--- src/rtl/outport_vc_allocator_pkg.sv ---
// outport_vc_allocator_pkg: shared defaults and FSM state encoding for the outport VC allocator
package outport_vc_allocator_pkg;
  localparam int def_no_inport = 6;
  localparam int def_no_vc = 13;
  localparam int def_vc_w = 4;
  typedef enum logic [1:0] {IDLE = 2'd0, GRANT = 2'd1, COOL = 2'd2} state_t;
endpackage

--- src/rtl/outport_vc_allocator_if.sv ---
// outport_vc_allocator_if: request/grant/release bundle between input ports and one outport allocator
interface outport_vc_allocator_if
  import outport_vc_allocator_pkg::*;
#(
  parameter int no_inport = def_no_inport,
  parameter int no_vc = def_no_vc,
  parameter int floorplusone_log2_no_vc = def_vc_w
);
  logic en;
  logic [no_inport-1:0] req_vec;
  logic [no_inport*floorplusone_log2_no_vc-1:0] invc_req_bus;
  logic [no_inport*no_vc-1:0] allow_vcs_bus;
  logic [no_vc-1:0] vc_release;
  logic [no_inport-1:0] ok_vec;
  logic grant_valid;
  logic [floorplusone_log2_no_vc-1:0] grant_vc;
  logic [floorplusone_log2_no_vc-1:0] grant_invc;
  logic [no_vc-1:0] vc_busy;
  logic no_free_vc;
  modport master (
    output en, req_vec, invc_req_bus, allow_vcs_bus, vc_release,
    input ok_vec, grant_valid, grant_vc, grant_invc, vc_busy, no_free_vc
  );
  modport slave (
    input en, req_vec, invc_req_bus, allow_vcs_bus, vc_release,
    output ok_vec, grant_valid, grant_vc, grant_invc, vc_busy, no_free_vc
  );
endinterface

--- src/rtl/outport_vc_allocator_rr_arbiter.sv ---
// outport_vc_allocator_rr_arbiter: round-robin pick of the first request at or above ptr, wrapping
module outport_vc_allocator_rr_arbiter #(
  parameter int n = 6,
  localparam int pw = $clog2(n)
) (
  input  logic [n-1:0]  req,
  input  logic [pw-1:0] ptr,
  output logic [n-1:0]  gnt,
  output logic [pw-1:0] idx,
  output logic          any
);
  logic [2*n-1:0] dbl;
  logic [n-1:0] rot;
  int pos;
  // rotate so that bit 0 of rot is the request at ptr
  assign dbl = {req, req} >> ptr;
  assign rot = dbl[n-1:0];
  always_comb begin
    pos = 0;
    for (int k = n-1; k >= 0; k--) if (rot[k]) pos = k;
  end
  assign idx = pw'((int'(ptr) + pos) % n);
  assign any = |req;
  assign gnt = any ? n'(1) << idx : '0;
endmodule

--- src/rtl/outport_vc_allocator.sv ---
// outport_vc_allocator: round-robin grants of free downstream VCs to requesting input ports,
// with a GRANT/COOL hold after each grant and per-VC busy tracking until release.
module outport_vc_allocator
  import outport_vc_allocator_pkg::*;
#(
  parameter int no_inport = def_no_inport,
  parameter int no_vc = def_no_vc,
  parameter int floorplusone_log2_no_vc = def_vc_w
) (
  input logic clk,
  input logic reset,
  outport_vc_allocator_if.slave vif
);
  localparam int vw = floorplusone_log2_no_vc;
  localparam int pw = $clog2(no_inport);
  state_t state, state_nx;
  logic [pw-1:0] rr_ptr, win;
  logic [no_inport-1:0] elig, gnt, ok;
  logic [no_vc-1:0] allow [no_inport];
  logic [vw-1:0] invc [no_inport];
  logic [no_vc-1:0] busy, set_mask;
  logic [vw-1:0] pick, gvc, ginvc;
  logic any, fire, gv;
  function automatic logic [vw-1:0] first_free(input logic [no_vc-1:0] m);
    first_free = '0;
    for (int v = no_vc-1; v >= 0; v--) if (m[v]) first_free = vw'(v);
  endfunction
  for (genvar i = 0; i < no_inport; i++) begin : g_field
    assign allow[i] = vif.allow_vcs_bus[i*no_vc +: no_vc];
    assign invc[i] = vif.invc_req_bus[i*vw +: vw];
    assign elig[i] = vif.req_vec[i] & |(allow[i] & ~busy);
  end
  outport_vc_allocator_rr_arbiter #(.n(no_inport)) u_arb (
    .req(elig), .ptr(rr_ptr), .gnt(gnt), .idx(win), .any(any)
  );
  assign pick = first_free(allow[win] & ~busy);
  assign fire = (state == IDLE) && vif.en && any;
  assign set_mask = fire ? no_vc'(1) << pick : '0;
  always_comb begin
    state_nx = state == IDLE ? (fire ? GRANT : IDLE) : state == GRANT ? COOL : IDLE;
  end
  always_ff @(posedge clk or negedge reset) begin
    if (!reset) begin
      state <= IDLE;
      rr_ptr <= '0;
      ok <= '0;
      gv <= 1'b0;
      gvc <= '0;
      ginvc <= '0;
      busy <= '0;
    end else begin
      state <= state_nx;
      // release uses the pre-edge mask for arbitration; a newly granted VC is never the released one
      busy <= (busy & ~vif.vc_release) | set_mask;
      if (fire) begin
        ok <= gnt;
        gv <= 1'b1;
        gvc <= pick;
        ginvc <= invc[win];
        rr_ptr <= (win == pw'(no_inport-1)) ? '0 : win + 1'b1;
      end else if (state == GRANT) begin
        ok <= '0;
        gv <= 1'b0;
        gvc <= '0;
        ginvc <= '0;
      end
    end
  end
  assign vif.ok_vec = ok;
  assign vif.grant_valid = gv;
  assign vif.grant_vc = gvc;
  assign vif.grant_invc = ginvc;
  assign vif.vc_busy = busy;
  assign vif.no_free_vc = &busy;
endmodule

--- src/flat_wrapper.sv ---
// flat-port wrapper written by rule: the top's interface ports become plain ports
module outport_vc_allocator_flat import outport_vc_allocator_pkg::*;
#(
  parameter int no_inport = def_no_inport,
  parameter int no_vc = def_no_vc,
  parameter int floorplusone_log2_no_vc = def_vc_w
)
  (clk, reset, vif_en, vif_req_vec, vif_invc_req_bus, vif_allow_vcs_bus, vif_vc_release, vif_ok_vec, vif_grant_valid, vif_grant_vc, vif_grant_invc, vif_vc_busy, vif_no_free_vc);
  outport_vc_allocator_if #(.no_inport(no_inport), .no_vc(no_vc), .floorplusone_log2_no_vc(floorplusone_log2_no_vc)) vif_i ();
  input logic clk;
  input logic reset;
  input wire logic [$bits(vif_i.en)-1:0] vif_en;
  input wire logic [$bits(vif_i.req_vec)-1:0] vif_req_vec;
  input wire logic [$bits(vif_i.invc_req_bus)-1:0] vif_invc_req_bus;
  input wire logic [$bits(vif_i.allow_vcs_bus)-1:0] vif_allow_vcs_bus;
  input wire logic [$bits(vif_i.vc_release)-1:0] vif_vc_release;
  output wire logic [$bits(vif_i.ok_vec)-1:0] vif_ok_vec;
  output wire logic [$bits(vif_i.grant_valid)-1:0] vif_grant_valid;
  output wire logic [$bits(vif_i.grant_vc)-1:0] vif_grant_vc;
  output wire logic [$bits(vif_i.grant_invc)-1:0] vif_grant_invc;
  output wire logic [$bits(vif_i.vc_busy)-1:0] vif_vc_busy;
  output wire logic [$bits(vif_i.no_free_vc)-1:0] vif_no_free_vc;
  assign vif_i.en = vif_en;
  assign vif_i.req_vec = vif_req_vec;
  assign vif_i.invc_req_bus = vif_invc_req_bus;
  assign vif_i.allow_vcs_bus = vif_allow_vcs_bus;
  assign vif_i.vc_release = vif_vc_release;
  assign vif_ok_vec = vif_i.ok_vec;
  assign vif_grant_valid = vif_i.grant_valid;
  assign vif_grant_vc = vif_i.grant_vc;
  assign vif_grant_invc = vif_i.grant_invc;
  assign vif_vc_busy = vif_i.vc_busy;
  assign vif_no_free_vc = vif_i.no_free_vc;
  outport_vc_allocator #(.no_inport(no_inport), .no_vc(no_vc), .floorplusone_log2_no_vc(floorplusone_log2_no_vc)) u_core (.clk(clk), .reset(reset), .vif(vif_i));
endmodule
--- config.mk ---
export PLATFORM = sky130hd
export DESIGN_NAME = outport_vc_allocator_flat
export DESIGN_NICKNAME = d
export VERILOG_FILES = /design/src/rtl/outport_vc_allocator_pkg.sv /design/src/rtl/outport_vc_allocator_if.sv /design/src/rtl/outport_vc_allocator_rr_arbiter.sv /design/src/rtl/outport_vc_allocator.sv /design/src/flat_wrapper.sv
export SDC_FILE = /design/constraint.sdc
export NUM_CORES = 1
export LEC_CHECK = 0
export ABC_AREA = 1
export CORE_MARGIN = 2
export CORE_UTILIZATION = 55
export CTS_BUF_LIST = sky130_fd_sc_hd__clkbuf_16
export DETAILED_ROUTE_END_ITERATION = 16
export DONT_BUFFER_PORTS = 1
export PLACE_DENSITY = 0.7
export SLEW_MARGIN = 5
export SYNTH_ARGS = -nofsm -noshare
export SYNTH_HDL_FRONTEND = slang
export SYNTH_SLANG_ARGS = --single-unit
--- constraint.sdc ---
create_clock -name clk -period 5.7 [get_ports clk]
set_input_delay 1.71 -clock clk [delete_from_list [all_inputs] [get_ports clk]]
set_output_delay 1.71 -clock clk [all_outputs]
set_load 0.01 [all_outputs]
==> results of run 1 <==
==> cell usage after synthesis (6+ instances only) <==
master    number  area share, %
buf_2          6           0.86
clkbuf_1       6           0.64
nand4_1       14            2.5
o22ai_1       18            3.2
nand2_1      143             15
o21ai_0       38            5.4
dfrtp_1       33             24
a221oi_1      15            3.7
nand2_2        9            1.6
inv_1         83            8.9
nand3_1       22            3.1
a21oi_1       19            2.7
nor2_1        31            3.3
a22oi_2        6            2.1
o32ai_1        6            1.5
o21ai_1        9            1.3
==> kinds of logic (layout without fill, tap and decap cells) <==
| logic type | count (synthesis) | count (layout) |
|---|---|---|
| AND/OR/NAND/NOR | 246 | 246 |
| AO/OA/AOI/OAI | 138 | 138 |
| buffers and inverters | 109 | 202 |
| flip-flops | 33 | 33 |
| adder cells (fa/ha/maj) | 6 | 6 |
| multiplexers | 3 | 3 |
| XOR/XNOR | 1 | 1 |
==> layer usage <==
layer  global-route usage, %  share of wire, %  vias to the layer above
met2                    62.8                48                      324
met3                    10.7                12                       52
li1                        -                 -                     2009
met4                    10.7               3.1                        0
met1                    49.4                37                     2068
met5                       0                 0                        -
==> registers in the layout, summed over array words and instances (netlist names) <==
name	count
u_core.vif.grant_invc	4
u_core.vif.grant_vc	4
u_core.vif.grant_valid	1
u_core.vif.vc_busy	13
u_core.vif.ok_vec	6
u_core.state	2
u_core.rr_ptr	3
==> stage by stage <==
stage	util (%)	instances	hold slack [ps]	instance area (um^2)
global route	80.3	706	497	5040
finish	80.3	706	471	5040
CTS	73.3	694	472	4600
floorplan	-	536	435	3590
global placement	66.2	671	455	4150
detailed placement	66.2	671	463	4150
==> cell type report <==
type / instances / area [um^2] / share of cell area [%]
multi-input cells: 394 / 2690 / 53.3
clock inverters: 2 / 35.0 / 0.695
inverters: 91 / 387 / 7.67
repair inverters: 2 / 12.5 / 0.248
flip-flops and latches: 33 / 826 / 16.4
repair buffers: 102 / 872 / 17.3
clock buffers: 5 / 125 / 2.48
well taps: 77 / 96.3 / 1.91
==> what timing repair did <==
item,CTS,global route
pin swaps,14,38
gates cloned,3,0
endpoints found under the setup margin,22,28
buffers inserted,13,13
gates resized for setup,44,76
hold endpoints to repair,0,0
==> worst min-delay path by stage <==
stage | startpoint | to | slack, ps | cells after the start
floorplan | u_core.state[1]$_DFF_PN0_ | u_core.state[1]$_DFF_PN0_ | 430 | 1
global placement | u_core.state[1]$_DFF_PN0_ | u_core.state[1]$_DFF_PN0_ | 460 | 1
detailed placement | u_core.state[1]$_DFF_PN0_ | u_core.state[1]$_DFF_PN0_ | 460 | 1
CTS | u_core.state[1]$_DFF_PN0_ | u_core.state[1]$_DFF_PN0_ | 470 | 1
global route | u_core.state[1]$_DFF_PN0_ | u_core.state[1]$_DFF_PN0_ | 500 | 1
finish | u_core.state[1]$_DFF_PN0_ | u_core.state[1]$_DFF_PN0_ | 470 | 1
==> flow_summary_export.csv, run 1 <==
group,metric,value,unit
status,status,"finished with violations",
status,violations,"setup timing",
placement,dp_slack,-910,ps
synth,synth-main-ff-cell,"dfrtp_1",
detailed_routing,post_drt_wl_per_cell,21.0,um
floorplan,dieArea,0.00704,mm^2
placement,routabilityCongestion,1.03,
placement,port_buffers,0,
synth,synth-simple-area-share,33.6,%
synth,synth.distinct_cells,47,
global_route,grt_pass1_wl,21500,um
cts,cts_buffer_depth,2,
floorplan,ios,153,
synth,synthAdderAreaFrac,2.35,%
detailed_routing,first_iter_violations,417,
critical_path,slowest_stage,"fa_2",
timing,tns,-9540,ps
synth,synth_top_family_by_area,"simple AND/OR/NAND/NOR gates",
critical_path,r2r_end,"u_core.vif.vc_busy[8]$_DFF_PN0_",
synth,synth_nets,666,
cts,clock_latency,280,ps
timing,timing.final.crit_period,6350,ps
cells_and_area,fin_nets,759,
critical_path,startpoint_type,"input port",
cts,cts_hold_buf,0,
detailed_routing,ant_nets,0,
critical_path,crit_end,"u_core.vif.vc_busy[8]$_DFF_PN0_",
cells_and_area,drive_gt1_share,38.0,%
detailed_routing,drt-total-wl,14800,um
synth,yosysWarnings,0,
timing,fmaxAchievable,157,MHz
synth,synth_area,0.00351,mm^2
cts,cts_root_buf,"clkbuf_16",
synth,synth_compound_area_share,26.4,%
floorplan,core,0.00628,mm^2
synth,synthMuxAreaShare,0.855,%
timing,timing.final.crit_share,111,%
synth,synth_edf_count,0,
timing,hold_violations,0,
timing,worst_pin_slew,713,ps
cts,htree_levels,2,
cts,cts_tree,"done",
timing,drv_slew,0,
synth,synth_cells,536,
critical_path,r2r_cells,45,
critical_path,path_buf_inv,5,
critical_path,r2r_slack,-50,ps
floorplan,die_h,83.9,um
critical_path,cp.depth,44,
min_path,hp-class,"reg -> reg",
critical_path,crit_start,"vif_allow_vcs_bus[68]",
detailed_routing,drc,0,
global_route,grt_pass1_vias,4311,
run,max-cap-violations,0,
placement,dpl.hpwl,10400,um
global_route,grt_overflow_total,0,
synth,ys_ff_latch,33,
floorplan,start_util,55.9,%
global_route,grtUsageTotal,38.3,%
critical_path,worstReg2RegStart,"u_core.vif.vc_busy[3]$_DFF_PN0_",
cells_and_area,syn2layout_area_growth,43.5,%
critical_path,critPathMaxStageDelay,360,ps
cts,clock_sinks,33,
timing,relSlewSlack,51.9,%
timing,fin_skew,8.40,ps
floorplan,placementRows,29,
timing,rsz0062_at_grt,"true",
critical_path,crit_top_cell,"nand2_1",
critical_path,end_kind,"flip-flop",
timing,fin_ws,-650,ps
critical_path,path_class,"in -> reg",
detailed_routing,first_pass_iters,5,
cells_and_area,antenna_cells,0,
critical_path,crit_required,5910,ps
cells_and_area,final_common_cell,"nand2_1",
timing,setup_viol,22,
cts,cts_inserted_buffers,5,
critical_path,worstPathMaxFanout,6,
synth,synthXorXnorAreaFrac,0.249,%
critical_path,worstPathArrival,6550,ps
detailed_routing,via_count,4453,
detailed_routing,vias_per_cell,6.31,
cells_and_area,final_cell_mix,"125 x nand2_1, 84 x buf_4, 75 x inv_1",
cts,clk_pin_slew_worst_paths,50,ps
cells_and_area,fill_cells,449,
synth,synth_area_per_cell,6.55,um^2
synth,seq_area_frac_synth,23.5,%
floorplan,dieWidth,83.9,um
global_route,grt_max_degree,34,
synth,ys_async_sr_fraction,100,%
critical_path,crit_family,"simple AND/OR/NAND/NOR gates",
global_route,antenna_found_initial,0,
Power of run 1 is left out: the tool's default activity adds up to more than one toggle a clock period on the data nets, which glitch-free logic cannot reach.
==> inputs of run 2 (changes only) <==
PLACE_DENSITY = 0.66   (was 0.7)
==> run 2 against run 1 <==
  * The run still ends with setup timing left
  * Sequential share of layout area fell by 0.28 points
  * Clock skew decreased by 6.2 ps
  * Critical path type unchanged
  * Critical endpoint is now u_core.vif.vc_busy[10]$_DFF_PN0_
  * Critical path depth fell by 8
==> flow_summary_export.csv, run 2 (synthesis gave the netlist of run 1 again) <==
group,metric,value,unit
cts,cts_buffer_depth,2,
critical_path,startpoint_type,"input port",
global_route,grt_pass1_wl,22000,um
critical_path,crit_top_cell,"nand2_1",
timing,hold_violations,0,
cells_and_area,multi_input_area,0.00268,mm^2
cts,cts_tree,"done",
cells_and_area,finalNonFillerCells,725,
timing,holdWs,474,ps
critical_path,end_kind,"flip-flop",
cells_and_area,fill_cells,416,
global_route,grt_overflow_total,0,
global_route,grt_max_degree,34,
timing,timing.final.crit_share,110,%
floorplan,dieWidth,83.9,um
timing,fin_ws,-564,ps
placement,dp_cells,677,
timing,rsz0062_at_grt,"true",
timing,fmaxAchievable,160,MHz
min_path,hp-class,"reg -> reg",
cts,clock_latency,270,ps
placement,dpl.hpwl,10600,um
detailed_routing,vias_per_cell,6.36,
timing,worst_pin_slew,854,ps
critical_path,critPathMaxStageDelay,390,ps
cts,clock_sinks,33,
cells_and_area,fin_nets,777,
timing,setup_viol,21,
critical_path,worstPathArrival,6450,ps
cells_and_area,largest_reg_flops,13,
cells_and_area,syn2layout_area_growth,46.0,%
floorplan,dieArea,0.00704,mm^2
timing,drv_slew,0,
floorplan,core,0.00628,mm^2
cts,cts_root_buf,"clkbuf_16",
floorplan,die_h,83.9,um
cells_and_area,final_cell_mix,"112 x nand2_1, 104 x buf_4, 75 x inv_1",
cts,cts_inserted_buffers,5,
detailed_routing,post_drt_wl_per_cell,20.8,um
floorplan,ios,153,
cts,cts_hold_buf,0,
cts,clk_pin_slew_worst_paths,50,ps
placement,port_buffers,0,
cells_and_area,final_common_cell,"nand2_1",
detailed_routing,drc,0,
timing,relSlewSlack,42.4,%
cts,htree_levels,2,
detailed_routing,ant_nets,0,
global_route,antenna_found_initial,0,
global_route,grt_pass1_vias,4431,
floorplan,start_util,55.9,%
critical_path,worstReg2RegStart,"u_core.vif.vc_busy[0]$_DFF_PN0_",
critical_path,path_class,"in -> reg",
critical_path,slowest_stage,"fa_2",
cells_and_area,drive_gt1_share,41.8,%
detailed_routing,first_iter_violations,334,
status,status,"finished with violations",
timing,fin_skew,2.20,ps
run,max-cap-violations,0,
cells_and_area,antenna_cells,0,
critical_path,crit_required,5890,ps
global_route,grtUsageTotal,39.4,%
floorplan,placementRows,29,
timing,timing.final.crit_period,6260,ps
min_path,hold_path_startpoint,"u_core.state[1]$_DFF_PN0_",
cells_and_area,seqCellArea,826,um^2
critical_path,crit_start,"vif_allow_vcs_bus[68]",
detailed_routing,first_pass_iters,6,
detailed_routing,drt-total-wl,15100,um
status,violations,"setup timing",
detailed_routing,via_count,4614,
critical_path,worstPathMaxFanout,8,
placement,routabilityCongestion,1.02,
==> run 2: changes by cell type in the layout (fill, tap and decap cells not counted), moves of 3 or more <==
cell,change
buf_4,+20
nand2_1,-13
nand2_2,+12
nand3_2,+3
nor2_2,+3
o32ai_1,+3
o32ai_2,-3
==> run 2: layer usage <==
layer	wire, um	track usage (%)
met1	5670	50.3
met2	7080	64.4
met3	1700	8.80
met4	632	16.3
met5	0	0
==> run 2: worst max-delay path, delay by kind of cell <==
family                   cells  cell delay [ps]
AO/OA/AOI/OAI                7             1020
XOR/XNOR                     1              160
adder cells (fa/ha/maj)      2              700
buffers and inverters        8              810
AND/OR/NAND/NOR             18             2040
==> run 2: metrics by stage <==
stage	setup TNS [ps]	instance area, um^2	setup slack (ps)	utilization (%)
floorplan	-565	3590	-70.1	-
global placement	-12010	4190	-734	66.7
detailed placement	-15640	4190	-869	66.7
CTS	-4440	4760	-312	75.9
global route	-15240	5130	-890	81.7
finish	-8760	5130	-564	81.7
==> run 2: cell type report <==
cell class	instances	area share, %
well taps	77	1.88
clock buffers	5	2.44
repair buffers	121	19.4
repair inverters	1	0.122
multi-input cells	394	52.3
flip-flops and latches	33	16.1
inverters	91	7.44
clock inverters	3	0.342
==> run 2: timing repair <==
item | 4_1_cts | 5_1_grt
gates resized for setup | 59 | 73
setup buffers | 30 | 9
setup endpoints to repair | 19 | 29
gates cloned | 2 | 0
pin swaps | 24 | 42
==> run 2: final timing paths <==
check | depth (start not counted) | slack [ps] | end
worst max-delay path | 36 | -560 | u_core.vif.vc_busy[10]$_DFF_PN0_
worst min-delay path | 1 | 470 | u_core.state[1]$_DFF_PN0_
worst max register to register | 35 | 30 | u_core.vif.vc_busy[10]$_DFF_PN0_
worst min register to register | 1 | 470 | u_core.state[1]$_DFF_PN0_
max in group asynchronous | 0 | 4490 | u_core.vif.vc_busy[1]$_DFF_PN0_
min in group asynchronous | 0 | 1130 | u_core.vif.grant_invc[1]$_DFFE_PN0P_
Power of run 2 is left out for the same reason.
==> inputs of run 3 (changes only) <==
CORE_MARGIN = unset   (was 2)
clock period = 5.8 ns   (was 5.7 ns; I/O delays follow)
==> run 3 against run 2 <==
  * The flow still finishes with violations (setup timing)
  * First-iteration DRC count rose by 17%
  * Core utilization is 1.3 points lower
  * Clock skew up 0.75 ps
  * Highest routed layer unchanged
  * Sequential share of layout area increased by 0.94 points
  * Count of clock-buffer cells in the layout unchanged
  * Worst hold slack lost 8.3 ps
  * Critical endpoint is now u_core.vif.vc_busy[12]$_DFF_PN0_
  * Final area fell by 5.5%
  * Register-to-register slack better by 110 ps
  * Wire length shrank 9.8%
  * Cell count is 3.7% lower
  * Global-route usage about the same
==> flow_summary_export.csv, run 3 (synthesis gave the netlist of run 1 again) <==
group,metric,value,unit
status,status,"finished with violations",
status,violations,"setup timing",
cts,cts_inserted_buffers,5,
timing,rsz0062_at_grt,"true",
cts,cts_buffer_depth,2,
floorplan,dieArea,0.00671,mm^2
detailed_routing,first_iter_violations,391,
critical_path,slowest_stage,"fa_2",
timing,holdWs,466,ps
floorplan,ios,153,
placement,routabilityCongestion,1.00,
cells_and_area,drive_gt1_share,35.8,%
cts,clock_sinks,33,
critical_path,path_class,"in -> reg",
global_route,antenna_found_initial,0,
cells_and_area,final_common_cell,"nand2_1",
timing,timing.final.crit_share,107,%
global_route,grtUsageTotal,39.4,%
cells_and_area,final_cell_mix,"122 x nand2_1, 88 x buf_4, 75 x inv_1",
critical_path,startpoint_type,"input port",
cells_and_area,fill_cells,434,
placement,dpl.hpwl,10400,um
global_route,grt_overflow_total,0,
global_route,grt_pass1_vias,4012,
critical_path,path_buf_inv,6,
detailed_routing,ant_nets,0,
timing,setup_viol,17,
placement,port_buffers,0,
floorplan,placementRows,28,
cts,cts_root_buf,"clkbuf_16",
min_path,hp-class,"reg -> reg",
critical_path,critPathMaxStageDelay,370,ps
cells_and_area,syn2layout_area_growth,38.0,%
timing,hold_violations,0,
global_route,grt_max_degree,34,
detailed_routing,via_count,4329,
detailed_routing,vias_per_cell,6.20,
timing,timing.final.crit_period,6230,ps
run,max-cap-violations,0,
cells_and_area,fin_nets,752,
floorplan,dieWidth,81.9,um
cts,htree_levels,2,
critical_path,end_kind,"flip-flop",
detailed_routing,post_drt_wl_per_cell,19.5,um
timing,worst_pin_slew,706,ps
cells_and_area,largest_reg_flops,13,
critical_path,crit_family,"simple AND/OR/NAND/NOR gates",
cells_and_area,design_area,0.00485,mm^2
placement,placedInstanceArea,0.00417,mm^2
critical_path,crit_required,6010,ps
timing,relSlewSlack,52.5,%
detailed_routing,drt-total-wl,13600,um
timing,drv_slew,0,
global_route,grt_pass1_wl,19500,um
detailed_routing,drc,0,
timing,fin_skew,2.95,ps
timing,fmaxAchievable,160,MHz
cts,clk_pin_slew_worst_paths,50,ps
critical_path,worstPathMaxFanout,7,
timing,fin_ws,-435,ps
critical_path,crit_top_cell,"nand2_1",
floorplan,die_h,81.9,um
cts,cts_hold_buf,0,
cts,clock_latency,290,ps
cts,cts_tree,"done",
floorplan,start_util,58.3,%
detailed_routing,first_pass_iters,7,
floorplan,core,0.00603,mm^2
cells_and_area,antenna_cells,0,
critical_path,worstPathArrival,6450,ps
## run 3: through the flow
stage                     worst slack (ps)  util (%)  std cells  setup TNS (ps)
after global placement                -657      69.1        677          -10580
final                                 -435      80.4        698           -6320
after global routing                  -808      80.4        698          -13860
after detailed placement              -808      69.1        677          -14500
after CTS                             -234      75.5        693           -3150
after floorplan                      -15.7         -        536           -15.7
## run 3: what timing repair did
item,in CTS,in global routing
gates cloned,0,1
endpoints found under the setup margin,20,27
setup buffers,9,5
pin swaps,18,34
gates resized for setup,41,65
## run 3: worst reg2reg max path, delay by kind of cell, from the launching register on
kind | cells | cell delay [ps]
AO/OA/AOI/OAI | 6 | 760
XOR/XNOR | 1 | 160
adder cells (fa/ha/maj) | 3 | 890
buffers and inverters | 5 | 860
flip-flops | 1 | 610
AND/OR/NAND/NOR | 23 | 2290
## run 3: layer usage
layer,vias to the layer above,GRT usage (%),part of all wire [%]
li1,2000,-,-
met2,274,61.8,47
met4,0,17.4,3.3
met1,1998,48.9,38
met5,-,0,0
met3,57,13.0,12
## run 3: worst paths after layout
kind | start | to | slack (ps) | cells past startpoint
min in group asynchronous | reset | u_core.vif.vc_busy[11]$_DFF_PN0_ | 1150 | 0
max in group asynchronous | reset | u_core.rr_ptr[0]$_DFFE_PN0P_ | 4580 | 0
hold / removal | u_core.state[1]$_DFF_PN0_ | u_core.state[1]$_DFF_PN0_ | 470 | 1
setup / recovery | vif_allow_vcs_bus[68] | u_core.vif.vc_busy[12]$_DFF_PN0_ | -430 | 38
hold reg to reg | u_core.state[1]$_DFF_PN0_ | u_core.state[1]$_DFF_PN0_ | 470 | 1
setup reg to reg | u_core.vif.vc_busy[10]$_DFF_PN0_ | u_core.vif.vc_busy[12]$_DFF_PN0_ | 140 | 38
## run 3: final cells by class
cell class	instances	area (um^2)	share of cell area, %
sequential	33	826	17.0
timing repair buffer	96	754	15.6
tap	75	93.8	1.94
clock inverter	3	68.8	1.42
multi-input combinational	395	2610	53.8
clock buffer	5	125	2.58
inverter	91	369	7.62
Power of run 3 is left out for the same reason.
